### config.mk
export PLATFORM = sky130hd
export DESIGN_NAME = control_sequencer
export DESIGN_NICKNAME = d
export VERILOG_FILES = /design/src/rtl/ctrl_seq_pkg.sv /design/src/rtl/ctrl_seq_decode_rom.sv /design/src/rtl/control_sequencer.sv
export SDC_FILE = /design/constraint.sdc
export NUM_CORES = 1
export LEC_CHECK = 0
export ABC_AREA = 1
export BUFFER_PORTS_ARGS = -buffer_cell sky130_fd_sc_hd__buf_2
export CORE_MARGIN = 3
export CORE_UTILIZATION = 47
export CTS_CLUSTER_DIAMETER = 40
export DETAILED_ROUTE_END_ITERATION = 6
export PLACE_DENSITY = 0.79
export SYNTH_ARGS = -nofsm -noshare
export SYNTH_HDL_FRONTEND = slang
export SYNTH_HIERARCHICAL = 1
export SYNTH_SLANG_ARGS = --single-unit
### constraint.sdc
create_clock -name ctrl_seq_clk -period 1.9 [get_ports ctrl_seq_clk]
set_input_delay 0.38 -clock ctrl_seq_clk [delete_from_list [all_inputs] [get_ports ctrl_seq_clk]]
set_output_delay 0.38 -clock ctrl_seq_clk [all_outputs]
set_load 0.02 [all_outputs]
### src/rtl/ctrl_seq_pkg.sv
// ctrl_seq_pkg: shared constants for the control sequencer.
// Opcode values, control-word bit indices and FSM state encoding.
package ctrl_seq_pkg;

  localparam int unsigned CW_W = 16;

  // Control-word bit indices
  localparam logic [3:0] HLT     = 4'd0;
  localparam logic [3:0] MAR_IN  = 4'd1;
  localparam logic [3:0] MEM_RD  = 4'd2;
  localparam logic [3:0] MEM_WR  = 4'd3;
  localparam logic [3:0] IR_IN   = 4'd4;
  localparam logic [3:0] IR_OUT  = 4'd5;
  localparam logic [3:0] PC_OUT  = 4'd6;
  localparam logic [3:0] PC_INC  = 4'd7;
  localparam logic [3:0] PC_LOAD = 4'd8;
  localparam logic [3:0] A_IN    = 4'd9;
  localparam logic [3:0] A_OUT   = 4'd10;
  localparam logic [3:0] B_IN    = 4'd11;
  localparam logic [3:0] ALU_OUT = 4'd12;
  localparam logic [3:0] ALU_SUB = 4'd13;
  localparam logic [3:0] OUT_IN  = 4'd14;
  localparam logic [3:0] FLAG_IN = 4'd15;

  // Opcodes (upper nibble of IR)
  localparam logic [3:0] OP_NOP    = 4'd0;
  localparam logic [3:0] OP_LDA    = 4'd1;
  localparam logic [3:0] OP_ADD    = 4'd2;
  localparam logic [3:0] OP_SUB    = 4'd3;
  localparam logic [3:0] OP_STA    = 4'd4;
  localparam logic [3:0] OP_LDI    = 4'd5;
  localparam logic [3:0] OP_JMP    = 4'd6;
  localparam logic [3:0] OP_JC     = 4'd7;
  localparam logic [3:0] OP_JZ     = 4'd8;
  localparam logic [3:0] OP_ILL_LO = 4'd9;
  localparam logic [3:0] OP_ILL_HI = 4'd13;
  localparam logic [3:0] OP_OUT    = 4'd14;
  localparam logic [3:0] OP_HLT    = 4'd15;

  // Highest micro-step any opcode uses
  localparam logic [2:0] STEP_MAX = 3'd4;

  typedef enum logic [1:0] {
    ST_INIT = 2'd0,
    ST_RUN  = 2'd1,
    ST_HALT = 2'd2
  } seq_state_t;

  // One-hot control word for a single bit index
  function automatic logic [CW_W-1:0] cw_bit(input logic [3:0] idx);
    cw_bit = {{(CW_W-1){1'b0}}, 1'b1} << idx;
  endfunction

  // Bits that must not take effect while a memory access is stalled
  localparam logic [CW_W-1:0] WAIT_MASK = cw_bit(IR_IN) | cw_bit(PC_INC) |
                                          cw_bit(A_IN)  | cw_bit(B_IN)   |
                                          cw_bit(FLAG_IN);

endpackage

### src/rtl/ctrl_seq_decode_rom.sv
// ctrl_seq_decode_rom: combinational (opcode, step, flags) -> control word
// and last-step indication. Conditional jumps exist only when
// CTRL_SEQ_COND_JUMP_EN is defined; otherwise JC/JZ decode as illegal.
module ctrl_seq_decode_rom
  import ctrl_seq_pkg::*;
(
  input  logic [3:0]      opcode,
  input  logic [2:0]      step,
  input  logic [1:0]      flags,
  output logic [CW_W-1:0] word,
  output logic            last,
  output logic            illegal_op
);

  logic [2:0] last_step;

`ifndef CTRL_SEQ_COND_JUMP_EN
  logic unused_flags;
  assign unused_flags = ^flags;
`endif

  // Classify opcodes that have no defined execute sequence
  always_comb begin
    illegal_op = 1'b0;
    if (opcode >= OP_ILL_LO && opcode <= OP_ILL_HI) illegal_op = 1'b1;
`ifndef CTRL_SEQ_COND_JUMP_EN
    if (opcode == OP_JC || opcode == OP_JZ) illegal_op = 1'b1;
`endif
  end

  // Fetch for T0/T1, opcode-specific execute from T2
  always_comb begin
    word      = '0;
    last_step = 3'd2;
    case (opcode)
      OP_LDA: begin
        last_step = 3'd3;
        if (step == 3'd2)      word = cw_bit(IR_OUT) | cw_bit(MAR_IN);
        else if (step == 3'd3) word = cw_bit(MEM_RD) | cw_bit(A_IN);
      end
      OP_ADD, OP_SUB: begin
        last_step = 3'd4;
        if (step == 3'd2)      word = cw_bit(IR_OUT) | cw_bit(MAR_IN);
        else if (step == 3'd3) word = cw_bit(MEM_RD) | cw_bit(B_IN);
        else if (step == 3'd4) begin
          word = cw_bit(ALU_OUT) | cw_bit(A_IN) | cw_bit(FLAG_IN);
          if (opcode == OP_SUB) word = word | cw_bit(ALU_SUB);
        end
      end
      OP_STA: begin
        last_step = 3'd3;
        if (step == 3'd2)      word = cw_bit(IR_OUT) | cw_bit(MAR_IN);
        else if (step == 3'd3) word = cw_bit(A_OUT) | cw_bit(MEM_WR);
      end
      OP_LDI: if (step == 3'd2) word = cw_bit(IR_OUT) | cw_bit(A_IN);
      OP_JMP: if (step == 3'd2) word = cw_bit(IR_OUT) | cw_bit(PC_LOAD);
`ifdef CTRL_SEQ_COND_JUMP_EN
      OP_JC:  if (step == 3'd2 && flags[1]) word = cw_bit(IR_OUT) | cw_bit(PC_LOAD);
      OP_JZ:  if (step == 3'd2 && flags[0]) word = cw_bit(IR_OUT) | cw_bit(PC_LOAD);
`endif
      OP_OUT: if (step == 3'd2) word = cw_bit(A_OUT) | cw_bit(OUT_IN);
      OP_HLT: if (step == 3'd2) word = cw_bit(HLT);
      default: word = '0;
    endcase
    if (step == 3'd0)      word = cw_bit(PC_OUT) | cw_bit(MAR_IN);
    else if (step == 3'd1) word = cw_bit(MEM_RD) | cw_bit(IR_IN) | cw_bit(PC_INC);
    last = (step >= last_step);
  end

endmodule

### src/rtl/control_sequencer.sv
// control_sequencer: micro-coded control unit (INIT/RUN/HALT FSM, memory
// wait masking, sticky illegal flag, latched ALU flags).
// Optional: CTRL_SEQ_COND_JUMP_EN enables JC/JZ and the flags register.
module control_sequencer
  import ctrl_seq_pkg::*;
(
  input  logic            ctrl_seq_clk,
  input  logic            ctrl_seq_rst_n,
  input  logic [2:0]      ctrl_seq_step_in,
  input  logic [3:0]      ctrl_seq_ir_opcode,
  input  logic [1:0]      ctrl_seq_alu_flags,
  input  logic            ctrl_seq_mem_ready,
  output logic [CW_W-1:0] ctrl_seq_word,
  output logic            ctrl_seq_step_rst,
  output logic            ctrl_seq_step_hold,
  output logic            ctrl_seq_halted,
  output logic            ctrl_seq_illegal
);

  seq_state_t      state, state_nxt;
  logic [1:0]      flags_q;
  logic [CW_W-1:0] rom_word;
  logic            rom_last;
  logic            rom_illegal;
  logic            mem_wait;
  logic            illegal_q;

  ctrl_seq_decode_rom u_rom (
    .opcode     (ctrl_seq_ir_opcode),
    .step       (ctrl_seq_step_in),
    .flags      (flags_q),
    .word       (rom_word),
    .last       (rom_last),
    .illegal_op (rom_illegal)
  );

  // State register
  always_ff @(posedge ctrl_seq_clk or negedge ctrl_seq_rst_n) begin
    if (!ctrl_seq_rst_n) state <= ST_INIT;
    else                 state <= state_nxt;
  end

  // Next state and all control outputs; a stalled access keeps address and
  // read/write strobes but suppresses register loads and the step clear
  always_comb begin
    state_nxt          = state;
    ctrl_seq_word      = '0;
    ctrl_seq_step_rst  = 1'b0;
    ctrl_seq_step_hold = 1'b0;
    ctrl_seq_halted    = 1'b0;
    mem_wait           = 1'b0;
    case (state)
      ST_INIT: begin
        ctrl_seq_step_rst = 1'b1;
        state_nxt         = ST_RUN;
      end
      ST_RUN: begin
        if (ctrl_seq_step_in > STEP_MAX) begin
          ctrl_seq_step_rst = 1'b1;
        end else begin
          mem_wait = (rom_word[MEM_RD] | rom_word[MEM_WR]) & ~ctrl_seq_mem_ready;
          if (mem_wait) begin
            ctrl_seq_word      = rom_word & ~WAIT_MASK;
            ctrl_seq_step_hold = 1'b1;
          end else begin
            ctrl_seq_word     = rom_word;
            ctrl_seq_step_rst = rom_last;
          end
          if (rom_word[HLT]) state_nxt = ST_HALT;
        end
      end
      ST_HALT: begin
        ctrl_seq_word      = cw_bit(HLT);
        ctrl_seq_step_hold = 1'b1;
        ctrl_seq_halted    = 1'b1;
      end
      default: state_nxt = ST_INIT;
    endcase
  end

`ifdef CTRL_SEQ_COND_JUMP_EN
  // Latch ALU flags when the issued word carries FLAG_IN
  always_ff @(posedge ctrl_seq_clk or negedge ctrl_seq_rst_n) begin
    if (!ctrl_seq_rst_n)                            flags_q <= '0;
    else if (state == ST_RUN && ctrl_seq_word[FLAG_IN]) flags_q <= ctrl_seq_alu_flags;
  end
`else
  logic unused_alu_flags;
  assign unused_alu_flags = ^ctrl_seq_alu_flags;
  assign flags_q          = '0;
`endif

  // Sticky illegal-opcode flag, sampled at the first execute step
  always_ff @(posedge ctrl_seq_clk or negedge ctrl_seq_rst_n) begin
    if (!ctrl_seq_rst_n) illegal_q <= 1'b0;
    else if (state == ST_RUN && ctrl_seq_step_in == 3'd2 && rom_illegal) illegal_q <= 1'b1;
  end

  assign ctrl_seq_illegal = illegal_q;

endmodule

Word-level counts from Yosys, hierarchy flattened:

Index checks and enable logic that the tools add are counted.

* register bits after elaboration: 3
* logic and storage cells: 68
* bits of input ports: 12

* bitwise logic cells: 4
* mux-type cells: 31
* reductions and logical operators: 9
* equal/unequal tests: 18
* magnitude comparators: 4

Operators with widths (number)
* 2-to-1 mux 16 bit: 9
* case mux 16 bit (7 select lines): 1
* case mux 16 bit (2 select lines): 1
* 2-to-1 mux 10 bit: 2
* equality test 4 x 3 -> 1 bit (second input constant): 4
* 2-to-1 mux 15 bit: 1
* 2-to-1 mux 14 bit: 1
* equality test 4 bit (second input constant): 3
* 2-to-1 mux 11 bit: 1
* 2-to-1 mux 9 bit: 1
* equality test 4 x 2 -> 1 bit (second input constant): 2
* 2-to-1 mux 1 bit: 8
* equality test 3 x 2 -> 1 bit (second input constant): 2
* case mux 2 bit (3 select lines): 1
* case mux 3 bit (2 select lines): 1
* equality test 4 x 1 -> 1 bit (second input constant): 1
* greater-or-equal comparator 4 bit (second input constant): 1
* <= comparator 4 bit (second input constant): 1
* 2-to-1 mux 2 bit: 2
* != test 2 bit (second input constant): 2
* case mux 1 bit (2 select lines): 2
* OR reduction 2 bit: 2
* equality test 3 x 1 -> 1 bit (second input constant): 1
* equality test 3 bit (second input constant): 1
* other kinds (12): 15

Depth between registers and ports, before layout:

Gate-level depths: netlist of the first run.

* depth in word-level cells: 13
* depth in mapped cells: 13
* depth with buffers taken out: 13

Hierarchy:

Netlist of the first run, hierarchy kept.

By module, submodules not included
* control_sequencer: cells an instance 75, area an instance 417.9 µm², times used 1
* ctrl_seq_decode_rom: cells an instance 65, area an instance 339.1 µm², times used 1

Least setup slack after synthesis of the first run:

No wires, ideal clock.

* kind: input to output
* start point: input ctrl_seq_ir_opcode[2]
* end point: output ctrl_seq_step_rst
* buffers on the path: 0
* data arrival time: 1397 ps
* stages: 9
* setup slack: 123 ps
* cell sequence: nor2_2 nand2_2 ha_1 nand2_1 o211ai_1 nand2_1 nand2_1 nand2_1 nand2_1

* elaborated cells on any way between the ends: 20
* those cells by class: order compare: 1; eq/ne: 8; mux: 7; bitwise: 2; reduce/logical: 2

RTL lines
* start: declaration: RTL line control_sequencer.sv:10 `input logic [3:0] ctrl_seq_ir_opcode,`
* equality test 4 x 1 -> 1 bit, or another cell as far along: RTL line ctrl_seq_decode_rom.sv:35 `case (opcode)`
* OR reduction 2 bit, on equally long branches
* case mux 3 bit (2 select lines) (*): RTL line ctrl_seq_decode_rom.sv:35
* greater-or-equal comparator 3 bit (*): RTL line ctrl_seq_decode_rom.sv:67 `last = (step >= last_step);`
* named net rom_last: RTL line control_sequencer.sv:23 `logic rom_last;`
* 2-to-1 mux 1 bit (*): RTL line control_sequencer.sv:62 `if (mem_wait) begin`
* 2-to-1 mux 1 bit (*): RTL line control_sequencer.sv:58 `if (ctrl_seq_step_in > STEP_MAX) begin`
* case mux 1 bit (2 select lines) (*): RTL line control_sequencer.sv:52 `case (state)`
* end: declaration: RTL line control_sequencer.sv:14 `output logic ctrl_seq_step_rst,`

Mark *: on every way through the listed nets, which the timed path passes. The rest lies on a longest branch.

Final worst setup path of the first run:

* start point: input ctrl_seq_ir_opcode[0]
* end point: output ctrl_seq_word[0]

* longest elaborated chain between the ends: 8
* elaborated cells on any way between the ends: 15
* those cells by class: eq/ne: 8; mux: 6; reduce/logical: 1

Ends and longest elaborated chain
* equality test 4 x 2 -> 1 bit: RTL line ctrl_seq_decode_rom.sv:35
* OR reduction 2 bit: RTL line ctrl_seq_decode_rom.sv:35
* case mux 16 bit (7 select lines) (*): RTL line ctrl_seq_decode_rom.sv:35
* 2-to-1 mux 16 bit (*): RTL line ctrl_seq_decode_rom.sv:66 `else if (step == 3'd1) word = cw_bit(MEM_RD) | cw_bit(IR_IN) | cw_bit(PC_INC);`
* 2-to-1 mux 16 bit (*): RTL line ctrl_seq_decode_rom.sv:65 `if (step == 3'd0) word = cw_bit(PC_OUT) | cw_bit(MAR_IN);`
* named net rom_word[0]: RTL line control_sequencer.sv:22 `logic [CW_W-1:0] rom_word;`
* 2-to-1 mux 16 bit (*): RTL line control_sequencer.sv:62
* 2-to-1 mux 16 bit (*): RTL line control_sequencer.sv:58
* case mux 16 bit (2 select lines) (*): RTL line control_sequencer.sv:52
* end: declaration: RTL line control_sequencer.sv:13 `output logic [CW_W-1:0] ctrl_seq_word,`

Marks and branches as above.

==> run summary, run 1 <==
status - finished with violations
violated checks - setup timing
vias in the first global route - 908
die width - 46.0 µm
VDD IR max - 0.000728 V
Crit-path slowest cell - buf_4
Tot Pwr - 1000 µW
setup_tns - -0.805 ns
setup ws final - -0.205 ns
CTS Root Buffer Type - clkbuf_4
Slew Viols, Final - 0
Leak Pwr - 0.000670 µW
initial antenna violation count - 0
TritonCTS clock tree - done
Slew HR - 0.831
RSZ-0062 raised after global routing - true
Max FO, Critical Path - 3
PwrDens - 737 mW/mm²
TritonCTS Buffers - 3
DR vias/cell - 6.34
synthesized area - 753 µm²
Clock Latency Late Sink - 0.23 ns
first-pass GRT wire length - 3950 µm
wire length per cell - 19.5 µm
# setup viols final - 12
gpl congestion - 0.874
Clock Tree Buf Depth - 2
YS warnings - 6
final WL - 4040 µm
diode count - 0
DR iter-0 viols - 120
# rows - 13
Final Hold Viols - 0
Die Area - 0.00212 mm²
DR pass1 iterations - 5
share of cells above drive strength 1 - 0.500
GRT Total Usage - 0.251
clk_skew - 0.00156 ns
worst hold-check path type - primary input to async pin
critical-path cell list - buf_6, inv_4, nor2_4, nand2_2, nand2_2, buf_6, buf_6, nor2_2, nand2_1, nand2_1, nor2_2, nand3_1, o21ai_1, buf_4
dpl cell area - 988 µm²
Crit path required time - 1.52 ns
Initial Utilization - 0.538
crit-path most repeated cell - buf_6
Max-cap violations - 0
layout overhead on the synthesized area - 80.4%
Setup crit start kind - primary input
nature of the critical path endpoint - primary output
via count - 1313
commonest non-fill, non-tap cell in the layout - nand2_1
GRT overflow - 0
final period demand of the worst path - 2.11 ns
FMAX - 475 MHz
die height - 46.0 µm
clock-pin transition on the worst setup and hold timing paths - 0.04 ns
HPWL after DPL - 1760 µm
Core ar. - 0.00140 mm²
detailed-route DRC error count - 0
largest net degree at the start of global routing - 11
clk sinks - 3
max incr delay on CP - 0.17 ns
post-route cell area - 0.00136 mm²
# IOs - 32
Hold WS - 0.495 ns
Post-Syn Nets - 158
syn avg cell area - 5.42 µm²
CP arrival - 1.73 ns
antenna-violating nets left - 0
Crit Path Class - primary input to primary output
fin crit share - 1.11
Least-Margin Pin Slew - 0.253 ns
NumNets Final - 212
Post-Synthesis Cells - 139
number of I/O port buffers - 29
H-Tree Level Count - 1
most frequent cells in the layout - nand2_1 (38), buf_4 (29), nor2_1 (19)
-- repair_timing --
item	in CTS	in global routing
hold endpoints to repair	3	0
gates cloned	1	0
setup buffers	2	6
gates resized for setup	23	51
endpoints found under the setup margin	17	18
pin swaps	7	30
hold buffers	1	0
-- critical path: cells and delay by family --
family	cells	cell delay [ns]
AO/OA/AOI/OAI	1	0.12
buffers and inverters	5	0.50
AND/OR/NAND/NOR	8	0.72
-- flip-flops by register name (all words and copies together) (netlist names) --
signal,cells
ctrl_seq_illegal,1
state,2
-- final timing paths --
check | start | end | slack, ns | cells past startpoint
max | ctrl_seq_ir_opcode[0] | ctrl_seq_word[0] | -0.21 | 14
min | ctrl_seq_rst_n | state[0] | 0.50 | 2
max reg2reg | state[0] | state[0] | 0.56 | 7
min reg2reg | ctrl_seq_illegal | ctrl_seq_illegal | 0.52 | 2
max in group asynchronous | ctrl_seq_rst_n | ctrl_seq_illegal | 1.29 | 2
min in group ctrl_seq_clk | ctrl_seq_illegal | ctrl_seq_illegal | 0.52 | 2
-- where the power goes --
part / internal (µW) / switching (µW)
registers: 84.8 / 17.6
clock network: 79.1 / 39.1
logic: 307 / 473
total: 471 / 530
-- metrics by stage --
stage,setup WS (ns),utilization,instances
final,-0.205,0.971,207
after global routing,-0.352,0.971,207
after CTS,-0.0788,0.816,201
after detailed placement,-0.175,0.707,193
after global placement,-0.135,0.707,193
after floorplan,0.123,-,139
-- routing by layer --
metal  vias to the layer above  global-route usage  share of wire
met2                       141               0.437           0.48
met3                        44              0.0474           0.11
met5                         -                   0              0
li1                        543                   -              -
met1                       585               0.326           0.34
met4                         0              0.0284          0.069
-- cell type report --
class / count / area (µm²)
flip-flops and latches: 3 / 75.1
clock buffers: 4 / 26.3
multi-input cells: 111 / 728
repair inverters: 1 / 7.51
inverters: 22 / 87.6
fillers: 23 / 40.0
repair buffers: 51 / 415
well taps: 15 / 18.8
Note: power is estimated with default switching activity, not from simulation.
==> run 2: changes to the inputs <==
--- a/config.mk
+++ b/config.mk
@@ -7,11 +7,13 @@
 export LEC_CHECK = 0
 export ABC_AREA = 1
 export BUFFER_PORTS_ARGS = -buffer_cell sky130_fd_sc_hd__buf_2
+export CELL_PAD_IN_SITES_DETAIL_PLACEMENT = 1
+export CELL_PAD_IN_SITES_GLOBAL_PLACEMENT = 1
 export CORE_MARGIN = 3
-export CORE_UTILIZATION = 47
+export CORE_UTILIZATION = 30
 export CTS_CLUSTER_DIAMETER = 40
 export DETAILED_ROUTE_END_ITERATION = 6
-export PLACE_DENSITY = 0.79
+export PLACE_DENSITY_LB_ADDON = 0.1
 export SYNTH_ARGS = -nofsm -noshare
 export SYNTH_HDL_FRONTEND = slang
 export SYNTH_HIERARCHICAL = 1
==> run summary, run 2 (synthesis results as in run 1) <==
hold endpoint - ctrl_seq_illegal
share of cells above drive strength 1 - 0.474
Core ar. - 0.00230 mm²
initial antenna violation count - 0
family with the most delay on the worst path - simple AND/OR/NAND/NOR gates
R2R setup slack - 0.55 ns
Setup crit start kind - primary input
worst hold-check path type - flip-flop to flip-flop
Most flops, register - state
Leak Pwr - 0.000671 µW
nature of the critical path endpoint - primary output
H-Tree Level Count - 1
first-pass GRT wire length - 4640 µm
wire length per cell - 12.8 µm
VDD IR max - 0.000717 V
Slew HR - 0.848
Top Usage Layer GRT - met2
critical-path cell list - buf_8, nor2_4, nand2_4, ha_4, nand2_2, o211ai_1, nand2_1, nand2_1, nand2_1, nand2_1, buf_6
fin crit share - 1.06
final period demand of the worst path - 2.01 ns
DR iter-0 viols - 9
largest net degree at the start of global routing - 11
Hold WS - 0.462 ns
Crit path required time - 1.52 ns
layout overhead on the synthesized area - 72.1%
crit-path most repeated cell - nand2_1
Least-Margin Pin Slew - 0.228 ns
setup_tns - -0.482 ns
Layout Cells excl Fill - 220
commonest non-fill, non-tap cell in the layout - nand2_1
GRT overflow - 0
number of I/O port buffers - 29
DR pass1 iterations - 4
die width - 56.1 µm
Initial Utilization - 0.328
via count - 1011
gpl congestion - 0.839
HPWL after DPL - 2210 µm
vias in the first global route - 1050
placed cells - 212
detailed-route DRC error count - 0
setup ws final - -0.115 ns
# setup viols final - 8
violated checks - setup timing
# IOs - 32
clock-pin transition on the worst setup and hold timing paths - 0.04 ns
clk_skew - 0.00254 ns
reg2reg path depth - 7
max incr delay on CP - 0.29 ns
Slew Viols, Final - 0
CTS Root Buffer Type - clkbuf_4
TritonCTS Buffers - 3
TritonCTS clock tree - done
Clock Latency Late Sink - 0.23 ns
status - finished with violations
# rows - 17
Die Area - 0.00315 mm²
clk sinks - 3
Crit Path Class - primary input to primary output
PwrDens - 715 mW/mm²
antenna-violating nets left - 0
post-route cell area - 0.00130 mm²
FF-to-FF End - state[0]
GR Util met1 - 0.225
critical hold path startpoint - ctrl_seq_illegal
RSZ-0062 raised after global routing - true
diode count - 0
reg2reg start - state[0]
NumNets Final - 212
Max-cap violations - 0
FMAX - 496 MHz
Clock Tree Buf Depth - 2
final WL - 2810 µm
CP bufs+invs - 2
die height - 56.1 µm
GR Util met2 - 0.327
dpl cell area - 0.00105 mm²
Crit-path slowest cell - ha_4
hold path depth - 2
DR vias/cell - 4.60
GRT Total Usage - 0.174
Max FO, Critical Path - 3
max reg flops - 2
Final Hold Viols - 0
GRT met3 Usage - 0.00232
most frequent cells in the layout - nand2_1 (37), buf_4 (30), nor2_1 (24)
CP arrival - 1.63 ns
-- run 2: cell types whose count changed in the layout (fill, tap and decap cells not counted), moves of 2 or more --
cell	delta
buf_6	-5
nor2_1	+5
buf_2	+4
nor2_4	-3
nor2_2	-2
-- run 2: worst max path at each step --
stage / endpoint / depth (start not counted) / start / slack (ns)
floorplan: ctrl_seq_step_rst / 9 / ctrl_seq_ir_opcode[2] / 0.12
global placement: ctrl_seq_step_rst / 11 / ctrl_seq_ir_opcode[2] / -0.15
detailed placement: ctrl_seq_step_rst / 11 / ctrl_seq_ir_opcode[2] / -0.21
CTS: ctrl_seq_step_rst / 11 / ctrl_seq_ir_opcode[3] / -0.11
global route: ctrl_seq_word[0] / 12 / ctrl_seq_ir_opcode[3] / -0.21
finish: ctrl_seq_step_rst / 11 / ctrl_seq_ir_opcode[2] / -0.11
-- run 2: cell type report --
cell class,instances,area (µm²)
repair buffers,51,387
fillers,322,1000
repair inverters,1,7.51
clock buffers,4,26.3
inverters,22,85.1
multi-input cells,111,681
well taps,28,35.0
flip-flops and latches,3,75.1
-- run 2: repair_timing --
| action | CTS | global route |
|---|---|---|
| pin swaps | 13 | 17 |
| cloned | 1 | 0 |
| endpoints found under the hold margin | 3 | 0 |
| resized for setup | 27 | 26 |
| hold buffers | 1 | 0 |
| buffers inserted | 1 | 1 |
| endpoints found under the setup margin | 18 | 18 |
-- run 2: tightest hold or removal path, stage by stage, from the launching register on --
cell,delay [ns]
dfrtp_1,0.34
inv_1,0.04
nand2_1,0.05
-- run 2: through the flow --
stage                     utilization  worst slack (ns)  power, µW
after floorplan                     -             0.123        467
after detailed placement        0.457            -0.214        624
final                           0.564            -0.115        927
after CTS                       0.525            -0.105        856
after global routing            0.564            -0.215       1010
after global placement          0.457            -0.155        596
-- run 2: layer usage --
metal	share of wire	routed length, µm
met1	0.45	1270
met2	0.52	1450
met3	0.032	89
met4	0	0
met5	0	0
-- run 2: report_power, final --
group	internal, µW	leakage (µW)	switching [µW]
clock	78.7	0.0000150	33.7
combinational	295	0.000622	418
sequential	84.9	0.0000339	17.3
total	458	0.000671	469
==> run 3: changes to the inputs <==
--- a/config.mk
+++ b/config.mk
@@ -10,11 +10,10 @@
 export CELL_PAD_IN_SITES_DETAIL_PLACEMENT = 1
 export CELL_PAD_IN_SITES_GLOBAL_PLACEMENT = 1
 export CORE_MARGIN = 3
-export CORE_UTILIZATION = 30
+export CORE_UTILIZATION = 29
 export CTS_CLUSTER_DIAMETER = 40
 export DETAILED_ROUTE_END_ITERATION = 6
 export PLACE_DENSITY_LB_ADDON = 0.1
 export SYNTH_ARGS = -nofsm -noshare
 export SYNTH_HDL_FRONTEND = slang
-export SYNTH_HIERARCHICAL = 1
 export SYNTH_SLANG_ARGS = --single-unit
==> run summary, run 3 <==
VDD IR max - 0.000317 V
H-Tree Level Count - 1
max reg flops - 2
most frequent cell after synthesis - nand2_1
Final Hold Viols - 0
Crit Path Class - primary input to primary output
Crit-path slowest cell - ha_4
hold path depth - 1
final WL - 3340 µm
layout overhead on the synthesized area - 108%
Tot Pwr - 325 µW
EDFF count, synth - 0
reg2reg path depth - 7
most frequent cells after synthesis - nand2_1 (20), inv_1 (16), nor2_1 (14), nand3_1 (8), ha_1 (6)
Worst path depth - 11
via count - 935
CP arrival - 1.75 ns
worst hold-check path type - flip-flop to flip-flop
TritonCTS Buffers - 3
wire length per cell - 18.4 µm
vias in the first global route - 820
gpl congestion - 0.732
Die Area - 0.00277 mm²
nature of the critical path endpoint - primary output
FMAX - 470 MHz
most frequent cells in the layout - buf_4 (23), inv_1 (13), nand2_1 (13)
Netlist cell types - 24
Most used DFF post-synth - dfrtp_1
setup_tns - -0.739 ns
Core Util, Final - 0.656
RSZ-0062 raised after global routing - true
DR vias/cell - 5.14
Least-Margin Pin Slew - 0.282 ns
Initial Utilization - 0.316
R2R setup slack - 0.34 ns
antenna-violating nets left - 0
CP bufs+invs - 2
Max FO, Critical Path - 4
initial antenna violation count - 0
first-pass GRT wire length - 3680 µm
Post-Syn Nets - 120
# rows - 16
commonest non-fill, non-tap cell in the layout - buf_4
YS warnings - 0
Post-Synthesis Cells - 102
clock-pin transition on the worst setup and hold timing paths - 0.04 ns
Most flops, register - state
fin crit share - 1.12
Clock Tree Buf Depth - 2
Synth top area share - 0.119
NumNets Final - 174
placed cells - 170
diode count - 0
Crit path required time - 1.52 ns
Max-cap violations - 0
setup ws final - -0.226 ns
Core ar. - 0.00200 mm²
dpl cell area - 913 µm²
GRT Total Usage - 0.179
area of the multi-input gates - 677 µm²
TritonCTS clock tree - done
Clock Latency Late Sink - 0.23 ns
clk sinks - 3
HPWL after DPL - 1830 µm
number of I/O port buffers - 29
sequential share of the synthesized area - 0.119
# setup viols final - 11
GRT overflow - 0
critical-path cell list - buf_8, nor2_4, nand2_4, ha_4, nand2_2, o211ai_1, nand2_1, nand2_1, nand2_1, nand2_1, buf_6
Slew Viols, Final - 0
asr flop ratio synth - 1.00
fill count - 237
Setup crit start kind - primary input
PwrDens - 248 mW/mm²
final period demand of the worst path - 2.13 ns
crit-path most repeated cell - nand2_1
DR iter-0 viols - 12
Leak Pwr - 0.000645 µW
Synth area leaders - dfrtp_1 (12%), ha_1 (12%), nand2_1 (12%)
die width - 52.7 µm
post-route cell area - 0.00131 mm²
share of cells above drive strength 1 - 0.658
Slew HR - 0.811
family with the most delay on the worst path - simple AND/OR/NAND/NOR gates
status - finished with violations
die height - 52.7 µm
largest net degree at the start of global routing - 7
clk_skew - 0.00543 ns
synthesized area - 632 µm²
# IOs - 32
Layout Cells excl Fill - 182
violated checks - setup timing
leading area contributor after synthesis - dfrtp_1
synthesis-stage register bit count - 3
detailed-route DRC error count - 0
Seq. cell area - 75.1 µm²
CTS Root Buffer Type - clkbuf_4
max incr delay on CP - 0.29 ns
DR pass1 iterations - 4
syn avg cell area - 6.19 µm²
run 3: final timing paths:
check                                      start           endpoint
max                        ctrl_seq_ir_opcode[2]  ctrl_seq_step_rst
min                             ctrl_seq_illegal   ctrl_seq_illegal
max reg2reg                             state[1]           state[0]
min reg2reg                     ctrl_seq_illegal   ctrl_seq_illegal
max in group asynchronous         ctrl_seq_rst_n   ctrl_seq_illegal
min in group asynchronous         ctrl_seq_rst_n           state[1]
run 3: metrics by stage:
step                hold slack, ns  setup slack (ns)
floorplan                   0.0844            0.0450
global placement             0.176            -0.195
detailed placement           0.182            -0.249
CTS                          0.468            -0.147
global route                 0.497            -0.348
finish                       0.471            -0.226
run 3: report_power, final:
| group | switching (µW) | internal, µW |
|---|---|---|
| clock network | 36.4 | 78.9 |
| registers | 0 | 64.2 |
| logic | 82.1 | 63.2 |
run 3: logic make-up after synthesis:
| logic type | share of synthesized area |
|---|---|
| AND/OR/NAND/NOR | 0.467 |
| buffers and inverters | 0.131 |
| AO/OA/AOI/OAI | 0.164 |
| adder cells (fa/ha/maj) | 0.119 |
| flip-flops | 0.119 |
run 3: routing by layer:
layer,up-vias,wire length (µm),track usage
met2,26,1880,0.316
met3,6,120,0.0285
met5,-,0,0
met1,463,1290,0.218
met4,0,53,0.0511
li1,440,-,-
run 3: layout make-up:
type                            instances  share of cell area
Clock buffer                            4              0.0200
Inverter                               20              0.0591
Multi-Input combinational cell         78               0.516
Sequential cell                         3              0.0572
Tap cell                               27              0.0257
Timing Repair Buffer                   50               0.322
run 3: timing repair:
| action | CTS | global route |
|---|---|---|
| setup endpoints to repair | 13 | 18 |
| resized for setup | 26 | 55 |
| hold endpoints to repair | 3 | 0 |
| setup buffers | 2 | 6 |
| pin swaps | 10 | 25 |
| hold buffers | 1 | 0 |
run 3: worst register-to-register path: stages (launching register included):
cell and delay (ns):
dfrtp_1 0.40, inv_2 0.13, ha_4 0.16, buf_4 0.15
nor2_1 0.08, a31oi_2 0.27, nand2_1 0.13, o21ai_1 0.14
